**src/rtl/rf_scoreboard_if.sv**
```systemverilog
// Issue / writeback / status bundle between the issue stage and rf_scoreboard.
interface rf_scoreboard_if #(
   parameter int NREG = 32,
   parameter int AW   = 5,
   parameter int CW   = 32
);
   logic            iss0_valid;
   logic [AW-1:0]   iss0_rs1;
   logic [AW-1:0]   iss0_rs2;
   logic [AW-1:0]   iss0_rd;
   logic            iss0_wen;
   logic            iss0_ready;
   logic            iss1_valid;
   logic [AW-1:0]   iss1_rs1;
   logic [AW-1:0]   iss1_rs2;
   logic [AW-1:0]   iss1_rd;
   logic            iss1_wen;
   logic            iss1_ready;
   logic            wb0_valid;
   logic [AW-1:0]   wb0_rd;
   logic            wb1_valid;
   logic [AW-1:0]   wb1_rd;
   logic            flush;
   logic [NREG-1:0] busy_vec;
   logic [CW-1:0]   stall_cnt;
   logic            err;

   modport master (
      output iss0_valid, iss0_rs1, iss0_rs2, iss0_rd, iss0_wen,
      output iss1_valid, iss1_rs1, iss1_rs2, iss1_rd, iss1_wen,
      output wb0_valid, wb0_rd, wb1_valid, wb1_rd, flush,
      input  iss0_ready, iss1_ready, busy_vec, stall_cnt, err
   );

   modport slave (
      input  iss0_valid, iss0_rs1, iss0_rs2, iss0_rd, iss0_wen,
      input  iss1_valid, iss1_rs1, iss1_rs2, iss1_rd, iss1_wen,
      input  wb0_valid, wb0_rd, wb1_valid, wb1_rd, flush,
      output iss0_ready, iss1_ready, busy_vec, stall_cnt, err
   );
endinterface

```
**src/rtl/rf_scoreboard.sv**
```systemverilog
// Dual-issue register scoreboard: one busy bit per architectural register,
// issue-ready generation for RAW/WAW/intra-pair hazards, stall counter and
// sticky writeback protocol-error flag. x0 never becomes busy.
module rf_scoreboard #(
   parameter int NREG = 32,
   parameter int AW   = 5,
   parameter int CW   = 32
) (
   input  logic             clock,
   input  logic             reset,
   rf_scoreboard_if.slave   bus
);

   logic [NREG-1:0] r_busy;
   logic [CW-1:0]   r_stall;
   logic            r_err;

   logic            w_w0;
   logic            w_w1;
   logic            w_rdy0;
   logic            w_rdy1;
   logic            w_fire0;
   logic            w_fire1;
   logic            w_raw1;
   logic            w_waw1;
   logic [NREG-1:0] w_set;
   logic [NREG-1:0] w_clr;
   logic [NREG-1:0] w_busy_nxt;
   logic            w_err_set;

   function automatic logic [NREG-1:0] f_onehot(input logic [AW-1:0] idx);
      logic [NREG-1:0] v;
      v      = {NREG{1'b0}};
      v[idx] = 1'b1;
      return v;
   endfunction

   // Hazard checks use only the registered busy bits; a same-cycle writeback
   // does not unblock, which keeps the ready path short.
   always_comb begin
      w_w0    = bus.iss0_wen & (bus.iss0_rd != {AW{1'b0}});
      w_w1    = bus.iss1_wen & (bus.iss1_rd != {AW{1'b0}});
      w_rdy0  = ~bus.flush & ~r_busy[bus.iss0_rs1] & ~r_busy[bus.iss0_rs2]
                & ~(w_w0 & r_busy[bus.iss0_rd]);
      w_fire0 = bus.iss0_valid & w_rdy0;
      // w_w0 already implies iss0_rd is nonzero, so x0 sources never match
      w_raw1  = w_w0 & ((bus.iss1_rs1 == bus.iss0_rd) | (bus.iss1_rs2 == bus.iss0_rd));
      w_waw1  = w_w0 & w_w1 & (bus.iss1_rd == bus.iss0_rd);
      w_rdy1  = w_fire0 & ~bus.flush & ~r_busy[bus.iss1_rs1] & ~r_busy[bus.iss1_rs2]
                & ~(w_w1 & r_busy[bus.iss1_rd]) & ~w_raw1 & ~w_waw1;
      w_fire1 = bus.iss1_valid & w_rdy1;
   end

   // Next busy vector: issue sets win over writeback clears; flush wipes all.
   always_comb begin
      w_set = {NREG{1'b0}};
      w_clr = {NREG{1'b0}};
      if (w_fire0 && w_w0) begin
         w_set = w_set | f_onehot(bus.iss0_rd);
      end else begin
         w_set = w_set;
      end
      if (w_fire1 && w_w1) begin
         w_set = w_set | f_onehot(bus.iss1_rd);
      end else begin
         w_set = w_set;
      end
      if (bus.wb0_valid) begin
         w_clr = w_clr | f_onehot(bus.wb0_rd);
      end else begin
         w_clr = w_clr;
      end
      if (bus.wb1_valid) begin
         w_clr = w_clr | f_onehot(bus.wb1_rd);
      end else begin
         w_clr = w_clr;
      end
      if (bus.flush) begin
         w_busy_nxt = {NREG{1'b0}};
      end else begin
         w_busy_nxt = (r_busy & ~w_clr) | w_set;
      end
      w_busy_nxt[0] = 1'b0;
   end

   // Protocol errors: retiring a register that is not busy (ignored for x0
   // and during flush), or both buses retiring the same register at once.
   always_comb begin
      w_err_set = 1'b0;
      if (!bus.flush) begin
         w_err_set = (bus.wb0_valid & (bus.wb0_rd != {AW{1'b0}}) & ~r_busy[bus.wb0_rd])
                   | (bus.wb1_valid & (bus.wb1_rd != {AW{1'b0}}) & ~r_busy[bus.wb1_rd]);
      end else begin
         w_err_set = 1'b0;
      end
      if (bus.wb0_valid && bus.wb1_valid && (bus.wb0_rd == bus.wb1_rd)) begin
         w_err_set = 1'b1;
      end else begin
         w_err_set = w_err_set;
      end
   end

   // State registers: busy bits, saturating stall counter, sticky error.
   always_ff @(posedge clock) begin
      if (!reset) begin
         r_busy  <= {NREG{1'b0}};
         r_stall <= {CW{1'b0}};
         r_err   <= 1'b0;
      end else begin
         r_busy <= w_busy_nxt;
         if (bus.iss0_valid && !w_rdy0 && (r_stall != {CW{1'b1}})) begin
            r_stall <= r_stall + {{(CW-1){1'b0}}, 1'b1};
         end else begin
            r_stall <= r_stall;
         end
         r_err <= r_err | w_err_set;
      end
   end

   assign bus.iss0_ready = w_rdy0;
   assign bus.iss1_ready = w_rdy1;
   assign bus.busy_vec   = r_busy;
   assign bus.stall_cnt  = r_stall;
   assign bus.err        = r_err;

endmodule

```
**src/flat_wrapper.sv**
```systemverilog
// flat-port wrapper written by rule: the top's interface ports become plain ports
module rf_scoreboard_flat 
#(
   parameter int NREG = 32,
   parameter int AW   = 5,
   parameter int CW   = 32
)
  (clock, reset, bus_iss0_valid, bus_iss0_rs1, bus_iss0_rs2, bus_iss0_rd, bus_iss0_wen, bus_iss1_valid, bus_iss1_rs1, bus_iss1_rs2, bus_iss1_rd, bus_iss1_wen, bus_wb0_valid, bus_wb0_rd, bus_wb1_valid, bus_wb1_rd, bus_flush, bus_iss0_ready, bus_iss1_ready, bus_busy_vec, bus_stall_cnt, bus_err);
  rf_scoreboard_if #(.NREG(NREG), .AW(AW), .CW(CW)) bus_i ();
  input  logic clock;
  input  logic reset;
  input wire logic [$bits(bus_i.iss0_valid)-1:0] bus_iss0_valid;
  input wire logic [$bits(bus_i.iss0_rs1)-1:0] bus_iss0_rs1;
  input wire logic [$bits(bus_i.iss0_rs2)-1:0] bus_iss0_rs2;
  input wire logic [$bits(bus_i.iss0_rd)-1:0] bus_iss0_rd;
  input wire logic [$bits(bus_i.iss0_wen)-1:0] bus_iss0_wen;
  input wire logic [$bits(bus_i.iss1_valid)-1:0] bus_iss1_valid;
  input wire logic [$bits(bus_i.iss1_rs1)-1:0] bus_iss1_rs1;
  input wire logic [$bits(bus_i.iss1_rs2)-1:0] bus_iss1_rs2;
  input wire logic [$bits(bus_i.iss1_rd)-1:0] bus_iss1_rd;
  input wire logic [$bits(bus_i.iss1_wen)-1:0] bus_iss1_wen;
  input wire logic [$bits(bus_i.wb0_valid)-1:0] bus_wb0_valid;
  input wire logic [$bits(bus_i.wb0_rd)-1:0] bus_wb0_rd;
  input wire logic [$bits(bus_i.wb1_valid)-1:0] bus_wb1_valid;
  input wire logic [$bits(bus_i.wb1_rd)-1:0] bus_wb1_rd;
  input wire logic [$bits(bus_i.flush)-1:0] bus_flush;
  output wire logic [$bits(bus_i.iss0_ready)-1:0] bus_iss0_ready;
  output wire logic [$bits(bus_i.iss1_ready)-1:0] bus_iss1_ready;
  output wire logic [$bits(bus_i.busy_vec)-1:0] bus_busy_vec;
  output wire logic [$bits(bus_i.stall_cnt)-1:0] bus_stall_cnt;
  output wire logic [$bits(bus_i.err)-1:0] bus_err;
  assign bus_i.iss0_valid = bus_iss0_valid;
  assign bus_i.iss0_rs1 = bus_iss0_rs1;
  assign bus_i.iss0_rs2 = bus_iss0_rs2;
  assign bus_i.iss0_rd = bus_iss0_rd;
  assign bus_i.iss0_wen = bus_iss0_wen;
  assign bus_i.iss1_valid = bus_iss1_valid;
  assign bus_i.iss1_rs1 = bus_iss1_rs1;
  assign bus_i.iss1_rs2 = bus_iss1_rs2;
  assign bus_i.iss1_rd = bus_iss1_rd;
  assign bus_i.iss1_wen = bus_iss1_wen;
  assign bus_i.wb0_valid = bus_wb0_valid;
  assign bus_i.wb0_rd = bus_wb0_rd;
  assign bus_i.wb1_valid = bus_wb1_valid;
  assign bus_i.wb1_rd = bus_wb1_rd;
  assign bus_i.flush = bus_flush;
  assign bus_iss0_ready = bus_i.iss0_ready;
  assign bus_iss1_ready = bus_i.iss1_ready;
  assign bus_busy_vec = bus_i.busy_vec;
  assign bus_stall_cnt = bus_i.stall_cnt;
  assign bus_err = bus_i.err;
  rf_scoreboard #(.NREG(NREG), .AW(AW), .CW(CW)) u_core (.clock(clock), .reset(reset), .bus(bus_i));
endmodule
```
**config.mk**
```make
export PLATFORM = sky130hd
export DESIGN_NAME = rf_scoreboard_flat
export DESIGN_NICKNAME = d
export VERILOG_FILES = /design/src/rtl/rf_scoreboard_if.sv /design/src/rtl/rf_scoreboard.sv /design/src/flat_wrapper.sv
export SDC_FILE = /design/constraint.sdc
export NUM_CORES = 1
export LEC_CHECK = 0
export ABC_AREA = 1
export CAP_MARGIN = 10
export CELL_PAD_IN_SITES_DETAIL_PLACEMENT = 0
export CELL_PAD_IN_SITES_GLOBAL_PLACEMENT = 1
export CORE_ASPECT_RATIO = 0.75
export CORE_UTILIZATION = 40
export CTS_CLUSTER_DIAMETER = 50
export CTS_CLUSTER_SIZE = 20
export DETAILED_ROUTE_END_ITERATION = 6
export HOLD_SLACK_MARGIN = 0.06
export MAX_ROUTING_LAYER = met4
export PLACE_DENSITY = 0.93
export SETUP_SLACK_MARGIN = 0.5
export SLEW_MARGIN = 25
export SYNTH_ARGS = -nofsm -noshare
export SYNTH_HDL_FRONTEND = slang
export SYNTH_SLANG_ARGS = --single-unit
```
**constraint.sdc**
```tcl
create_clock -name clock -period 3.9 [get_ports clock]
set_input_delay 0.39 -clock clock [delete_from_list [all_inputs] [get_ports clock]]
set_output_delay 0.39 -clock clock [all_outputs]
set_load 0.05 [all_outputs]
```
Yosys cells after proc, flatten, opt, wreduce, memory -nomap -nowiden --
Index checks and enable logic that the tools add are counted. W data, S select, Z words.
Operators by class: order comparisons 12, $add $sub $neg 1, reduce and logical (&&, ||, !) cells 16, mux-type cells 30, bitwise operators 42, equal/unequal tests 5
Operators with widths (count):
- $mux W32 | 4
- $or A32 B32 Y32 | 3
- $lt A5 B6 Y1 const B | 8
- $bmux W1 S5 | 8
- $add A32 B1 Y32 const B | 1
- $and A32 B32 Y32 | 1
- $ne A32 B32 Y1 const B | 1
- $not A32 Y32 | 1
- $and A1 B1 Y1 | 22
- $demux W1 S5 | 4
- $eq A5 B5 Y1 | 4
- $ge A5 B1 Y1 const B | 4
- $reduce_bool A5 Y1 | 4
- $mux W1 | 14
- $not A1 Y1 | 12
- $logic_and A1 B1 Y1 | 10
- $or A1 B1 Y1 | 3
- $reduce_or A2 Y1 | 1
- $logic_not A1 Y1 | 1
Storage, ports and cells: logic and storage cells 110, bits in registers 65

Logic depth before layout (Yosys ltp) --
depth after elaboration 17, mapped depth 18

Least setup slack after synthesis --
Ideal clock, no wire load.
path kind input to output, start input port bus_iss1_rs1[0], end output port bus_iss1_ready, data arrival time 2.818 ns, stages 9, setup slack 0.692 ns, path buffers 2, cell sequence clkbuf_1 > buf_2 > xor2_1 > nor2_1 > nand3_1 > nand3_1 > a21oi_1 > nand2_1 > nor4_1
On the way: word-level cells in the longest chain between the ends 8, elaborated cells on any way between the ends 12, classes of those cells eq/ne: 1; mux: 2; bitwise: 9
Ends and longest elaborated chain:
- from (decl) | line flat_wrapper.sv:18 | input wire logic [$bits(bus_i.iss1_rs1)-1:0] bus_iss1_rs1;
- $bmux W1 S5 | line rf_scoreboard.sv:49 | w_rdy1 = w_fire0 & ~bus.flush & ~r_busy[bus.iss1_rs1] & ~r_busy[bus.iss1_rs2]
- $mux W1 (implied by the code) | line rf_scoreboard.sv:49
- $not A1 Y1 | line rf_scoreboard.sv:49
- $and A1 B1 Y1 (2 in series) | line rf_scoreboard.sv:49
- $and A1 B1 Y1 | line rf_scoreboard.sv:50 | & ~(w_w1 & r_busy[bus.iss1_rd]) & ~w_raw1 & ~w_waw1;
- $and A1 B1 Y1 (*) (2 in series) | line rf_scoreboard.sv:50
- to (decl) | line flat_wrapper.sv:28 | output wire logic [$bits(bus_i.iss1_ready)-1:0] bus_iss1_ready;
Mark *: on every way between the ends. The rest lies on a longest branch, timed or not. The select of a mux whose other input is x is not followed.

Final worst setup path --
start input port bus_iss0_rs1[1], end output port bus_iss1_ready
On the way: word-level cells in the longest chain between the ends 13
Ends and longest elaborated chain:
- from (decl) | line flat_wrapper.sv:13 | input wire logic [$bits(bus_i.iss0_rs1)-1:0] bus_iss0_rs1;
- $bmux W1 S5 | line rf_scoreboard.sv:43 | w_rdy0 = ~bus.flush & ~r_busy[bus.iss0_rs1] & ~r_busy[bus.iss0_rs2]
- $mux W1 (implied by the code) | line rf_scoreboard.sv:43
- $not A1 Y1 | line rf_scoreboard.sv:43
- $and A1 B1 Y1 (2 in series) | line rf_scoreboard.sv:43
- $and A1 B1 Y1 | line rf_scoreboard.sv:44 | & ~(w_w0 & r_busy[bus.iss0_rd]);
- $and A1 B1 Y1 | line rf_scoreboard.sv:45 | w_fire0 = bus.iss0_valid & w_rdy0;
- $and A1 B1 Y1 (3 in series) | line rf_scoreboard.sv:49
- $and A1 B1 Y1 (3 in series) | line rf_scoreboard.sv:50
No other way between the ends. The select of a mux whose other input is x is not followed.

==> results.yml <==
power_and_ir_drop:
  leakage_nw: 3.59
  p_sw_uw: 646
  clkPwrFrac_pct: 43.2
  peakVddDrop_uv: 186
  cellInternalPower_mw: 1.29
  power_frac_comb_pct: 22.7
  powerDensity_nw_per_um2: 223
  netSwitchingFraction_pct: 33.4
  seqPwrFrac_pct: 34.1
place:
  dpl.cell_count: 1588
  dpl.hpwl_um: 23700
  io_buffers: 114
  gp_routability_congestion: 1.06
  dp_worst_setup_slack_ns: 0.652
  postPlaceCellArea_um2: 8350
routing:
  drt_iter0_markers: 1427
  num_vias: 9409
  drc: 0
  ant_nets: 0
  drt_first_pass_iters: 6
  wl_per_cell_um: 19.7
  drt_wl_total_um: 31700
  via_per_inst: 5.86
sta:
  totalNegativeSetupSlack_ns: 0
  hold_viol_final: 0
  min_period_over_period_pct: 80.4
  tightest_slew_ns: 0.784
  layout_setup_ws_ns: 0.766
  final_max_slew_viol_count: 0
  period_minus_slack_ns: 3.13
  relSlewSlack_pct: 47.3
  rsz0062_at_grt: "false"
  finalSetupViolations: 0
  fmax_ghz: 0.319
  skew_ns: 0.0123
floorplan:
  initial_core_util_pct: 41.2
  die-area_um2: 18000
  boundaryPins: 116
  core_area_um2: 16900
  die_y_um: 116
  row_count: 41
  die_x_um: 154
synthesis:
  netlist_instances: 1281
  ys.warnings.count: 0
  netlist_area_um2: 6970
  synth_area_leaders: "nand2_1 21%, dfxtp_1 18%, nand3_1 12%"
  ys_types: 37
  synthArstFlopShare_pct: 0
  synthesis.nets: 1331
  synth_edf_count: 0
  synth-seq-area-share_pct: 18.4
  syn_avg_cell_area_um2: 5.44
  synth_common_cells: "389 x nand2_1, 164 x nand3_1, 158 x nor2_1"
  synth_flop_cell: "dfxtp_1"
  synth_seq_cells: 64
  synth_top_area_share_pct: 20.9
  synth_top_area_cell: "nand2_1"
  synth_most_common_cell: "nand2_1"
global_route:
  grt_antenna_before_repair: 1
  grt_pass1_wl_um: 47700
  grt_max_degree: 33
  grtUsageTotal_pct: 36.3
  grt-ovfl-total: 0
  grt_pass1_vias: 8102
setup_path:
  critical_path.top_delay_family: "simple AND/OR/NAND/NOR gates"
  rrSetupSlack_ns: 0.88
  critPathKind: "input port to output pin"
  r2r-end: "u_core.bus.stall_cnt[18]$_SDFFE_PN0P_"
  worstPathCellList: "clkdlybuf4s50_1 > inv_1 > nand3_1 > nand3_1 > nand3_1 > nand2_1 > nand2_1 > nand2_1 > nor2_1 > nand2_2 > nor4_2 > buf_12"
  cp_num_buf_inv: 3
  slowest_stage: "clkdlybuf4s50_1"
  end_kind: "output pin"
  worstPathRequired_ns: 3.51
  critPathMaxFanout: 9
  crit_path_start_kind: "input port"
  timing.rr.start: "u_core.bus.stall_cnt[3]$_SDFFE_PN0P_"
  rr_worst_depth: 11
  slowest_delay_ns: 0.68
  crit_arrival_ns: 2.74
worst_hold_path:
  whs_path_depth: 2
  worstHoldStart: "u_core.bus.stall_cnt[1]$_SDFFE_PN0P_"
  hold_path_class: "flop to flop"
  hold_end: "u_core.bus.stall_cnt[1]$_SDFFE_PN0P_"
cts:
  clockBufferDepth: 2
  cts_tree: "done"
  cts.sinks: 64
  cts_buffers: 9
  root_buffer: "clkbuf_16"
  cts_hold_buf: 0
  htreeDepth: 3
  clk_pin_slew_ns: 0.06
  clk_latency_ns: 0.35
finish:
  finalNonFillerCells: 1605
  synthToLayoutAreaGrowth_pct: 24.2
  fin_util_pct: 51.2
  stdcell_area_um2: 8660
  nets: 1434
  drive_gt1_share_pct: 7.78
run_status:
  outcome: "complete, no violations"
run:
  drv_cap: 0
==> placed cells by master (no fill, tap or decap), types with 3 or more instances in the layout <==
master / n
a21oi_1: 66
a221o_1: 4
buf_12: 3
buf_4: 30
clkbuf_16: 9
clkbuf_8: 3
clkdlybuf4s50_1: 112
dfxtp_1: 64
inv_1: 108
inv_2: 14
nand2_1: 389
nand2_2: 3
nand3_1: 164
nand4_1: 15
nor2_1: 158
nor2_2: 33
nor3_1: 40
nor4_1: 6
o211ai_1: 20
o21ai_0: 44
o21ai_1: 9
o22ai_1: 31
xnor2_1: 14
xor2_1: 28
==> timing repair <==
action                                  CTS  global route
buffers inserted                          0             0
endpoints found under the setup margin    0             1
resized for setup                         0             1
==> tightest hold or removal path, delay by kind of cell (launching register included) <==
family	cells	cell delay, ns
AND/OR/NAND/NOR	1	0.07
flip-flops	1	0.34
AO/OA/AOI/OAI	1	0.05
==> how the worst max path moves through the flow <==
stage / cells past startpoint / to / from
finish: 12 / bus_iss1_ready / bus_iss0_rs1[1]
CTS: 11 / bus_iss1_ready / bus_iss1_rd[0]
global placement: 11 / bus_iss1_ready / bus_iss1_rd[0]
detailed placement: 15 / u_core.bus.busy_vec[26]$_SDFF_PP0_ / bus_iss1_rd[0]
global route: 12 / bus_iss1_ready / bus_iss0_rs1[1]
floorplan: 9 / bus_iss1_ready / bus_iss1_rs1[0]
==> power groups by stage <==
stage	Clock [mW]	Sequential, mW	Combinational (mW)
floorplan	0	0.684	0.260
global placement	0	0.674	0.422
detailed placement	0	0.674	0.422
CTS	0.845	0.660	0.424
global route	0.876	0.660	0.473
finish	0.836	0.660	0.439
==> sequential cells by signal, summed over array words and instances, names as in the netlist <==
name                  flops
u_core.bus.busy_vec      31
u_core.bus.err            1
u_core.bus.stall_cnt     32
==> cell type report <==
type / instances / area [um2]
Fill cell: 1820 / 8270
Clock buffer: 12 / 267
Sequential cell: 64 / 1280
Timing Repair Buffer: 145 / 1410
Tap cell: 215 / 269
Antenna cell: 1 / 2.50
Inverter: 123 / 462
Clock inverter: 4 / 33.8
Multi-Input combinational cell: 1041 / 4940
==> layer usage <==
metal  share of wire, %  global-route usage, %  up-vias
met1                 46                   53.4     4253
met5                  0                      -        -
li1                   -                      -     4399
met4                2.5                   10.6        0
met2                 37                   46.1      675
met3                 15                   10.4       82
==> kinds of logic (layout without fill, tap and decap cells) <==
group | after synthesis | after routing | share of synthesized area (%)
and+or+nand+nor | 818 | 818 | 50.6
other | 1 | 2 | 0.0538
adders and majority gates | 1 | 1 | 0.179
AOI/OAI and AO/OA | 179 | 179 | 14.6
buffers and inverters | 176 | 284 | 10.9
xor gates and xnor gates | 42 | 42 | 5.27
DFF | 64 | 64 | 18.4
==> per-stage QoR <==
stage,hold WS (ns),power [mW]
final,0.515,1.94
after global routing,0.551,2.01
after CTS,0.513,1.93
after detailed placement,0.505,1.10
after global placement,0.491,1.10
after floorplan,0.513,0.944
No activity file was read; power rests on OpenSTA's default activity.
